[config.mk]
export PLATFORM = sky130hd
export DESIGN_NAME = serial_frame_rx
export DESIGN_NICKNAME = d
export VERILOG_FILES = /design/src/rtl/serial_frame_rx.sv
export SDC_FILE = /design/constraint.sdc
export NUM_CORES = 1
export LEC_CHECK = 0
export ABC_AREA = 1
export BUFFER_PORTS_ARGS = -buffer_cell sky130_fd_sc_hd__buf_4
export CORE_MARGIN = 2
export CORE_UTILIZATION = 50
export DETAILED_ROUTE_END_ITERATION = 8
export PLACE_DENSITY = 0.71
export REMOVE_ABC_BUFFERS = 1
export SLEW_MARGIN = 25
export SYNTH_ARGS = -nofsm -noshare
export SYNTH_HDL_FRONTEND = slang
export SYNTH_SLANG_ARGS = --single-unit
[constraint.sdc]
create_clock -name clk -period 1.6 [get_ports clk]
set_input_delay 0.08 -clock clk [delete_from_list [all_inputs] [get_ports clk]]
set_output_delay 0.08 -clock clk [all_outputs]
set_load 0.005 [all_outputs]
[src/rtl/serial_frame_rx.sv]
// Framed serial receiver: start bit (1), DATA_W data bits MSB first, optional even parity, stop bit (0).
// Good frames land in a one-entry output register with a valid/ready handshake; errors pulse for one cycle.
module serial_frame_rx #(
  parameter int DATA_W    = 8,
  parameter int PARITY_EN = 1
) (
  input  logic              clk,
  input  logic              reset,
  input  logic              serial_in,
  output logic [DATA_W-1:0] data_out,
  output logic              data_valid,
  input  logic              data_ready,
  output logic              frame_err,
  output logic              parity_err,
  output logic              overrun,
  output logic              busy
);

  localparam int CNT_W = (DATA_W > 1) ? $clog2(DATA_W) : 1;

  typedef enum logic [1:0] {IDLE, DATA, PARITY, STOP} state_t;

  state_t             state;
  state_t             state_next;
  logic [CNT_W-1:0]   bit_cnt;
  logic [DATA_W-1:0]  shift;
  logic [DATA_W:0]    shift_ext;
  logic               par_bad;
  logic               last_bit;
  logic               reg_free;

  // The widened shift path keeps DATA_W=1 legal and doubles as the parity XOR input.
  assign shift_ext = {shift, serial_in};
  assign last_bit  = (bit_cnt == CNT_W'(DATA_W - 1));
  assign reg_free  = !data_valid || data_ready;

  always_ff @(posedge clk) begin
    if (reset) state <= IDLE;
    else       state <= state_next;
  end

  always_comb begin
    state_next = state;
    case (state)
      IDLE:    if (serial_in) state_next = DATA;
      DATA:    if (last_bit) state_next = (PARITY_EN != 0) ? PARITY : STOP;
      PARITY:  state_next = STOP;
      STOP:    state_next = IDLE;
      default: state_next = IDLE;
    endcase
  end

  always_comb begin
    busy = (state != IDLE);
  end

  always_ff @(posedge clk) begin
    if (reset) begin
      bit_cnt    <= '0;
      shift      <= '0;
      par_bad    <= 1'b0;
      data_out   <= '0;
      data_valid <= 1'b0;
      frame_err  <= 1'b0;
      parity_err <= 1'b0;
      overrun    <= 1'b0;
    end else begin
      frame_err  <= 1'b0;
      parity_err <= 1'b0;
      overrun    <= 1'b0;

      case (state)
        IDLE: begin
          if (serial_in) begin
            bit_cnt <= '0;
            par_bad <= 1'b0;
          end
        end
        DATA: begin
          shift   <= shift_ext[DATA_W-1:0];
          bit_cnt <= bit_cnt + CNT_W'(1);
        end
        PARITY:  par_bad <= ^shift_ext;
        default: ;
      endcase

      if (data_valid && data_ready) data_valid <= 1'b0;

      // Stop-bit verdict: framing beats parity, and a full, undrained register drops the new word.
      if (state == STOP) begin
        if (serial_in) begin
          frame_err <= 1'b1;
        end else if (par_bad) begin
          parity_err <= 1'b1;
        end else if (reg_free) begin
          data_out   <= shift;
          data_valid <= 1'b1;
        end else begin
          overrun <= 1'b1;
        end
      end
    end
  end

endmodule

Word-level counts from Yosys, hierarchy flattened

Cells that the tools add are included.

Word-level logic and storage cells: 49
Register bits: 26
Output and inout bits: 13

Bitwise operators: 3
Multiplexer cells: 15
Add/subtract/negate cells: 1
Equal/unequal tests: 6
Reduce and logical (&&, ||, !) cells: 15

Operators with widths:

| cell                | number |
|---|---|
| $mux 1              | 9 |
| $reduce_xor 9->1    | 1 |
| $pmux 2 s4          | 1 |
| $pmux 3 s2          | 1 |
| $reduce_and 2->1    | 3 |
| $reduce_bool 2->1   | 3 |
| $eq 2x2->1 const B  | 2 |
| $mux 2              | 2 |
| $ne 2x2->1 const B  | 2 |
| $reduce_and 4->1    | 1 |
| $reduce_or 4->1     | 1 |
| $add 3x1->3 const B | 1 |
| $eq 3x3->1 const B  | 1 |
| $mux 3              | 1 |
| $not 1->1           | 3 |
| $reduce_or 3->1     | 1 |
| $eq 2x1->1 const B  | 1 |
| $logic_not 2->1     | 1 |
| $pmux 1 s2          | 1 |
| $reduce_or 2->1     | 1 |
| $logic_and 1x1->1   | 1 |
| $logic_not 1->1     | 1 |
| $logic_or 1x1->1    | 1 |

Depth between registers and ports, before layout

Gate-level depths: netlist of the first run.

Word-level depth: 6
Mapped depth: 9

Worst setup path after synthesis of the first run

OpenSTA, ideal clock, no wires.

Path type: flip-flop to flip-flop
Start point: reg state[0]
End point: reg state[0]
Setup time: 0.120 ns
Required time: 1.480 ns
Data arrival time: 1.118 ns
Period minus slack after synthesis: 1.238 ns
Stages on the path, launching flop included: 9
Path slack: 0.362 ns
Cells stage by stage: dfxtp_1 > inv_1 > ha_1 > inv_1 > nor2_1 > inv_1 > o21ai_2 > o21ai_0 > a21oi_1

Cells in the longest elaborated chain, start to end: 3

RTL lines:

| what                                          | RTL line | text |
|---|---|---|
| start, declared                               | 23       | `state_t state;` |
| start signal, assigned                        | 39       | `else state <= state_next;` |
| $eq 2x1->1 or $logic_not 2->1 (tied branches) | 44       | `case (state)` |
| $ne 2x2->1 (no source line)                   | -        |  |
| $reduce_and 2->1 (no source line)             | -        |  |

Parallel ways exist; a longest one is shown, timed or not.
A chain may end at the register's enable or synchronous reset.

Final worst setup path of the first run

Start point: reg state[1]
End point: reg state[0]

Same word-level chain as after synthesis.

==> results of run 1 <==
state kept, by name, indices dropped and copies added, names as in the netlist:
name        cells
data_out        8
shift           8
bit_cnt         3
state           2
data_valid      1
frame_err       1
overrun         1
par_bad         1
parity_err      1
cells in the final DEF, fill, tap and decap left out, types with 3 or more instances in the layout:
cell / instances
a21oi_1: 19
buf_4: 17
clkbuf_4: 3
dfxtp_1: 26
ha_1: 6
inv_1: 26
nand2_1: 28
nand3_1: 5
nor2_1: 15
o21ai_0: 19
timing repair:
action / in CTS / in global routing
setup buffers: 0 / 0
hold buffers: 2 / 0
hold endpoints to repair: 5 / 0
endpoints found under the setup margin: 0 / 0
per-stage QoR:
stage	hold slack, ns	setup WS, ns	std cells
2_1_floorplan	0.149	0.293	158
3_3_place_gp	0.291	0.332	203
3_5_place_dp	0.292	0.207	203
4_1_cts	0.0395	0.171	209
5_1_grt	0.0779	0.0471	209
6_report	0.0479	0.188	209
cell families after synthesis:
logic type	share of synthesized area, %
flops	43.4
simple gates	19.7
compound gates	17.3
xor+xnor	2.92
buf+inv	10.3
fa+ha+maj	6.26
layer usage:
metal  track usage [%]  routed length, um
met5                 0                  0
met2              29.2                969
met4              9.83                 42
met1              21.5                962
met3              3.11                 67
report_power, final:
group | internal (mW) | leakage, nW | switching, mW
combinational | 0.377 | 0.435 | 0.516
clock | 0.139 | 0.0210 | 0.187
sequential | 0.799 | 0.212 | 0.160
total | 1.32 | 0.668 | 0.863
critical path: stages (launching register included):
cell and delay, ns:
dfxtp_1 0.35, inv_1 0.10, ha_1 0.19, inv_1 0.07
nor2_1 0.17, inv_1 0.12, o21ai_2 0.10, o21ai_0 0.11
a21oi_1 0.14
path summary, 6_finish.rpt:
check                                   to  slack (ns)                      from  cells past startpoint
hold / removal          overrun$_SDFF_PP0_        0.05                data_ready                      4
setup reg to reg     state[0]$_SDFFE_PP0P_        0.19     state[1]$_SDFFE_PP0P_                      8
setup / recovery     state[0]$_SDFFE_PP0P_        0.19     state[1]$_SDFFE_PP0P_                      8
hold reg to reg   data_out[4]$_SDFFE_PP0P_        0.45  data_out[4]$_SDFFE_PP0P_                      2
synth_stat cells, drive strengths merged:
cell | count | area (um2)
nand2 | 29 | 111
inv | 27 | 101
dfxtp | 26 | 521
o21ai | 21 | 113
a21oi | 19 | 95.1
nor2 | 16 | 62.6
nand3 | 7 | 45.0
ha | 6 | 75.1
clkbuf | 3 | 11.3
nor3 | 2 | 10.0
xnor2 | 2 | 17.5
xor2 | 2 | 17.5
buf | 1 | 11.3
nor3b | 1 | 7.51
final cells by class:
cell class	instances	area, um2
clock buffer	4	36.3
fill	221	838
inverter	27	101
multi-input combinational	105	554
sequential	26	520
tap	28	35.0
timing repair buffer	19	148
==> results.txt, run 1 <==
Die ar.: 0.00280 mm2
Leak: 0.668 nW
Layout area overhead: 16.4%
# DRC: 0
Die Width: 53.0 um
Htree depth: 1
Status: complete, no violations
Via density: 4.86
Startpoint Class: flop
CTS tree: yes
Worst-Skew Late Latency: 0.31 ns
GRT Residual Overflow: 0
Setup TNS: 0 ns
Cell Area, Synth: 0.00120 mm2
Final core occ: 62.5%
Synth Warn #: 0
Crit path max fanout: 4
Design area: 0.00140 mm2
Peak VDD IR: 0.000792 V
Nets: 192
Total Power: 2.18 mW
WL/cell: 9.77 um
Fmax: 708 MHz
Total CTS buffers: 3
Count of different cell masters after synthesis: 19
Post_cts resized: 0
Slew headroom: 65.6%
RSZ-0062 raised after global routing: false
Clock sink total: 26
Starting Density: 53.7%
Root Driver: clkbuf_4
Min-Delay Path Class: input port to flop
RePlAce Congestion: 0.838
Crit path DAT: 1.67 ns
ANT cells: 0
Vias: 1015
Placed cell areas: 0.00134 mm2
I/O pin cnt: 17
First-pass GRT wire length: 3680 um
Initial antenna violation count: 0
Clk slew on worst S/H paths: 0.14 ns
Worst Tran Pin Value: 0.515 ns
#FFs+latches synth: 26
Initial DRC count: 3
Pwr Density: 1560 mW/mm2
Antenna Nets Post-Route: 0
Core Area: 0.00223 mm2
Period utilization: 88.2%
Final worst clock skew: 0.00348 ns
Final setup vio count: 0
Overall routing resource usage: 17.7%
Sequential element share of the synthesized area: 43.4%
Chip Height: 53.0 um
Final Hold Viols: 0
Final Max Slew Viols: 0
Setup crit end kind: flop
Row count: 17
Syn avg cell area: 7.40 um2
Mapped Cells: 162
DRT Pass-1 Iters: 4
Largest net degree at the start of global routing: 22
Share of cells above drive strength 1: 15.5%
Port bufs: 16
Maximum Capacitance Violations: 0
Critical path required time: 1.86 ns
Total Wirelength: 2040 um
Minimum clock period: 1.41 ns
Vias in the first global route: 936
Clock Tree Buf Depth: 2
Dpl hpwl: 1540 um
Worst setup path class: flop to flop
No activity file was read; power rests on OpenSTA's default activity.
==> run 2: changes to the inputs <==
Settings changed: ABC_AREA 1 to not set, PLACE_DENSITY 0.71 to 0.72.
==> run 2 against run 1 <==
Net effect: critical endpoint is now state[1]$_SDFFE_PP0P_; worst hold slack better by 0.037 ns; sequential share of layout area up 3.0 points; combinational power down 43%.
==> results.txt, run 2 <==
Status: complete, no violations
ANT cells: 0 (unchanged)
Final Max Slew Viols: 0 (unchanged)
Syn avg cell area: 10.3 um2 (+39%)
Routed length on met3: 63 um (-6.0%)
Maximum Capacitance Violations: 0 (unchanged)
Hold Path Depth: 3 (-1)
Final setup vio count: 0 (unchanged)
# DRC: 0 (unchanged)
Synth Flop Type: dfxtp_1
Crit-path slowest cell: dfxtp_1
Clock Tree Buf Depth: 2 (unchanged)
Starting Density: 54.4% (+0.77 points)
Critical path required time: 1.81 ns (-0.05 ns)
Die Width: 50.7 um (-4.3%)
Placed cells: 146 (-28%)
Synth Warn #: 0 (unchanged)
Clk slew on worst S/H paths: 0.13 ns (about the same)
Yosys top cell area share: 47.8% (+4.3 points)
Worst Hold End: overrun$_SDFF_PP0_
Setup TNS: 0 ns (unchanged)
GRT Residual Overflow: 0 (unchanged)
Initial DRC count: 7 (+4)
DRT Pass-1 Iters: 6 (+2)
R2R depth: 6 (-2)
Leading cell types by count after synthesis: dfxtp_1 (26), nor2_1 (21), mux2i_1 (17)
Slowest stage delay, CP: 0.41 ns (+0.06 ns)
R2R setup slack: 0.11 ns (-0.08 ns)
Nets: 135 (-30%)
Chip Height: 50.7 um (-4.3%)
RePlAce Congestion: 0.732 (-13%)
Mapped Cells: 106 (-35%)
Total Wirelength: 1820 um (-11%)
Htree depth: 1 (unchanged)
Antenna Nets Post-Route: 0 (unchanged)
Startpoint Class: flop
Count of different cell masters after synthesis: 23 (+4)
Hold Crit Start: data_ready
Cell with the most instances after synthesis: dfxtp_1
Final Hold Viols: 0 (unchanged)
Synth top area cells: dfxtp_1 (48%), mux2i_1 (16%), nor2_1 (7.2%)
Root Driver: clkbuf_4
Overall routing resource usage: 16.0% (-1.7 points)
Final worst clock skew: 0.00277 ns (-0.000711 ns)
Worst setup path class: flop to flop
WL/cell: 12.1 um (+23%)
Clock sink total: 26 (unchanged)
Leak: 0.616 nW (-7.7%)
Largest net degree at the start of global routing: 28 (+27%)
I/O pin cnt: 17 (unchanged)
Initial antenna violation count: 0 (unchanged)
First-pass GRT wire length: 3110 um (-16%)
Worst Tran Pin Value: 0.368 ns (-0.148 ns)
Via density: 5.07 (+4.5%)
Largest registers: data_out (8), shift (8), bit_cnt (3)
Peak VDD IR: 0.000703 V (-11%)
Min-Delay Path Class: input port to flop
Pwr Density: 1220 mW/mm2 (-22%)
Cell Area, Synth: 0.00109 mm2 (-9.1%)
Row count: 16 (-1)
Port bufs: 16 (unchanged)
FFs w/ async S/R, synth: 0% (unchanged)
Setup crit end kind: flop
Uppermost layer routed: met3
#FFs+latches synth: 26 (unchanged)
Reg-to-Reg End: state[1]$_SDFFE_PP0P_
Dpl hpwl: 1270 um (-18%)
Vias: 766 (-25%)
Wire length on met1: 896 um (-6.9%)
Crit path max fanout: 7 (+3)
Post-CTS Repair Setup Buffers: 0 (unchanged)
Most common cell after layout, fill and taps aside: dfxtp_1
Layout area overhead: 18.7%
Layout Cells excl Fill: 151 (-28%)
Commonest non-fill, non-tap cells in the layout: dfxtp_1 (25), nor2_1 (21), mux2i_1 (17), buf_4 (17), ha_1 (6)
Met2 wire len: 861 um (-11%)
Slew headroom: 75.2% (+9.6 points)
R2R Path Start: state[1]$_SDFFE_PP0P_
Crit-path cells: inv_1 -> ha_1 -> nand2b_4 -> a21boi_2 -> mux2i_1 -> nor2_1
RSZ-0062 raised after global routing: false
Period utilization: 93.1% (+4.9 points)
Total CTS buffers: 3 (unchanged)
Fill cells: 178 (-19%)
Minimum clock period: 1.49 ns (+0.0784 ns)
EDFF count, synth: 0 (unchanged)
Die ar.: 0.00257 mm2 (-8.4%)
Sequential element share of the synthesized area: 47.8% (+4.3 points)
Fmax: 671 MHz (-5.3%)
Crit path DAT: 1.70 ns (+0.03 ns)
Worst-Skew Late Latency: 0.31 ns (about the same)
CTS tree: yes
Core Area: 0.00200 mm2 (-10%)
Share of cells above drive strength 1: 20.2% (+4.7 points)
Area leader, netlist: dfxtp_1
Vias in the first global route: 727 (-22%)
[run 2: cell count changes after synthesis, sizes merged, moves of 2 or more]
cell,previous run,this run
a21oi,19,2
nand2,29,2
nand3b,0,3
o21ai,21,3
xnor2,2,4
a32oi,0,2
nand3,7,1
nor2,16,21
inv,27,4
nand2b,0,2
mux2i,0,17
[run 2: cell families after synthesis]
logic type / share of synthesized area, %
and+or+nand+nor: 14.7
AOI/OAI and AO/OA: 5.28
DFF: 47.8
adders and majority gates: 6.89
buffers and inverters: 2.87
muxes: 15.6
xor gates and xnor gates: 6.89
[run 2: stage by stage]
stage / hold slack [ns] / total power, mW / util (%) / worst slack (ns) / instance area [um2]
6_report: 0.0852 / 1.58 / 64.6 / 0.110 / 1290
5_1_grt: 0.0892 / 1.68 / 64.6 / 0.0205 / 1290
4_1_cts: 0.0711 / 1.57 / 64.2 / 0.00921 / 1280
3_5_place_dp: 0.323 / 1.24 / 61.7 / -0.0211 / 1230
3_3_place_gp: 0.312 / 1.21 / 61.7 / 0.130 / 1230
2_1_floorplan: 0.149 / 1.09 / - / 0.189 / 1070
[run 2: area by class of cell]
type                       count  area [um2]  share of cell area [%]
tap                           27        33.8                    2.61
timing repair buffer          18         138                    10.6
clock buffer                   4        36.3                    2.80
sequential                    26         522                    40.3
inverter                       4        15.0                    1.16
multi-input combinational     72         549                    42.5
[run 2: how the worst max path moves through the flow]
stage | startpoint | to | slack (ns)
after CTS | state[0]$_SDFFE_PP0P_ | state[1]$_SDFFE_PP0P_ | 0.009
final | state[1]$_SDFFE_PP0P_ | state[1]$_SDFFE_PP0P_ | 0.11
after global placement | state[0]$_SDFFE_PP0P_ | state[1]$_SDFFE_PP0P_ | 0.13
after floorplan | state[1]$_SDFFE_PP0P_ | bit_cnt[1]$_SDFFE_PP0P_ | 0.19
after global routing | state[1]$_SDFFE_PP0P_ | state[1]$_SDFFE_PP0P_ | 0.02
after detailed placement | state[0]$_SDFFE_PP0P_ | state[1]$_SDFFE_PP0P_ | -0.02
[run 2: critical path: cells and delay by family, from the launching register on]
kind | cells | cell delay [ns]
buffers and inverters | 1 | 0.08
adders and majority gates | 1 | 0.26
DFF | 1 | 0.41
and+or+nand+nor | 2 | 0.19
AOI/OAI and AO/OA | 1 | 0.22
muxes | 1 | 0.24
[run 2: what timing repair did]
item,CTS,global route
endpoints found under the hold margin,1,0
setup endpoints to repair,1,3
hold buffers,1,0
gates resized for setup,1,2
[run 2: per-layer routing]
metal / GRT usage (%) / vias to the layer above
met5: 0 / -
met4: 4.05 / 0
met3: 2.68 / 0
met2: 28.9 / 14
met1: 19.6 / 354
li1: - / 398
[run 2: power breakdown]
part	internal, mW	total [mW]	switching [mW]
registers	0.700	0.749	0.0488
logic	0.233	0.513	0.280
clock network	0.139	0.320	0.181
total	1.07	1.58	0.510
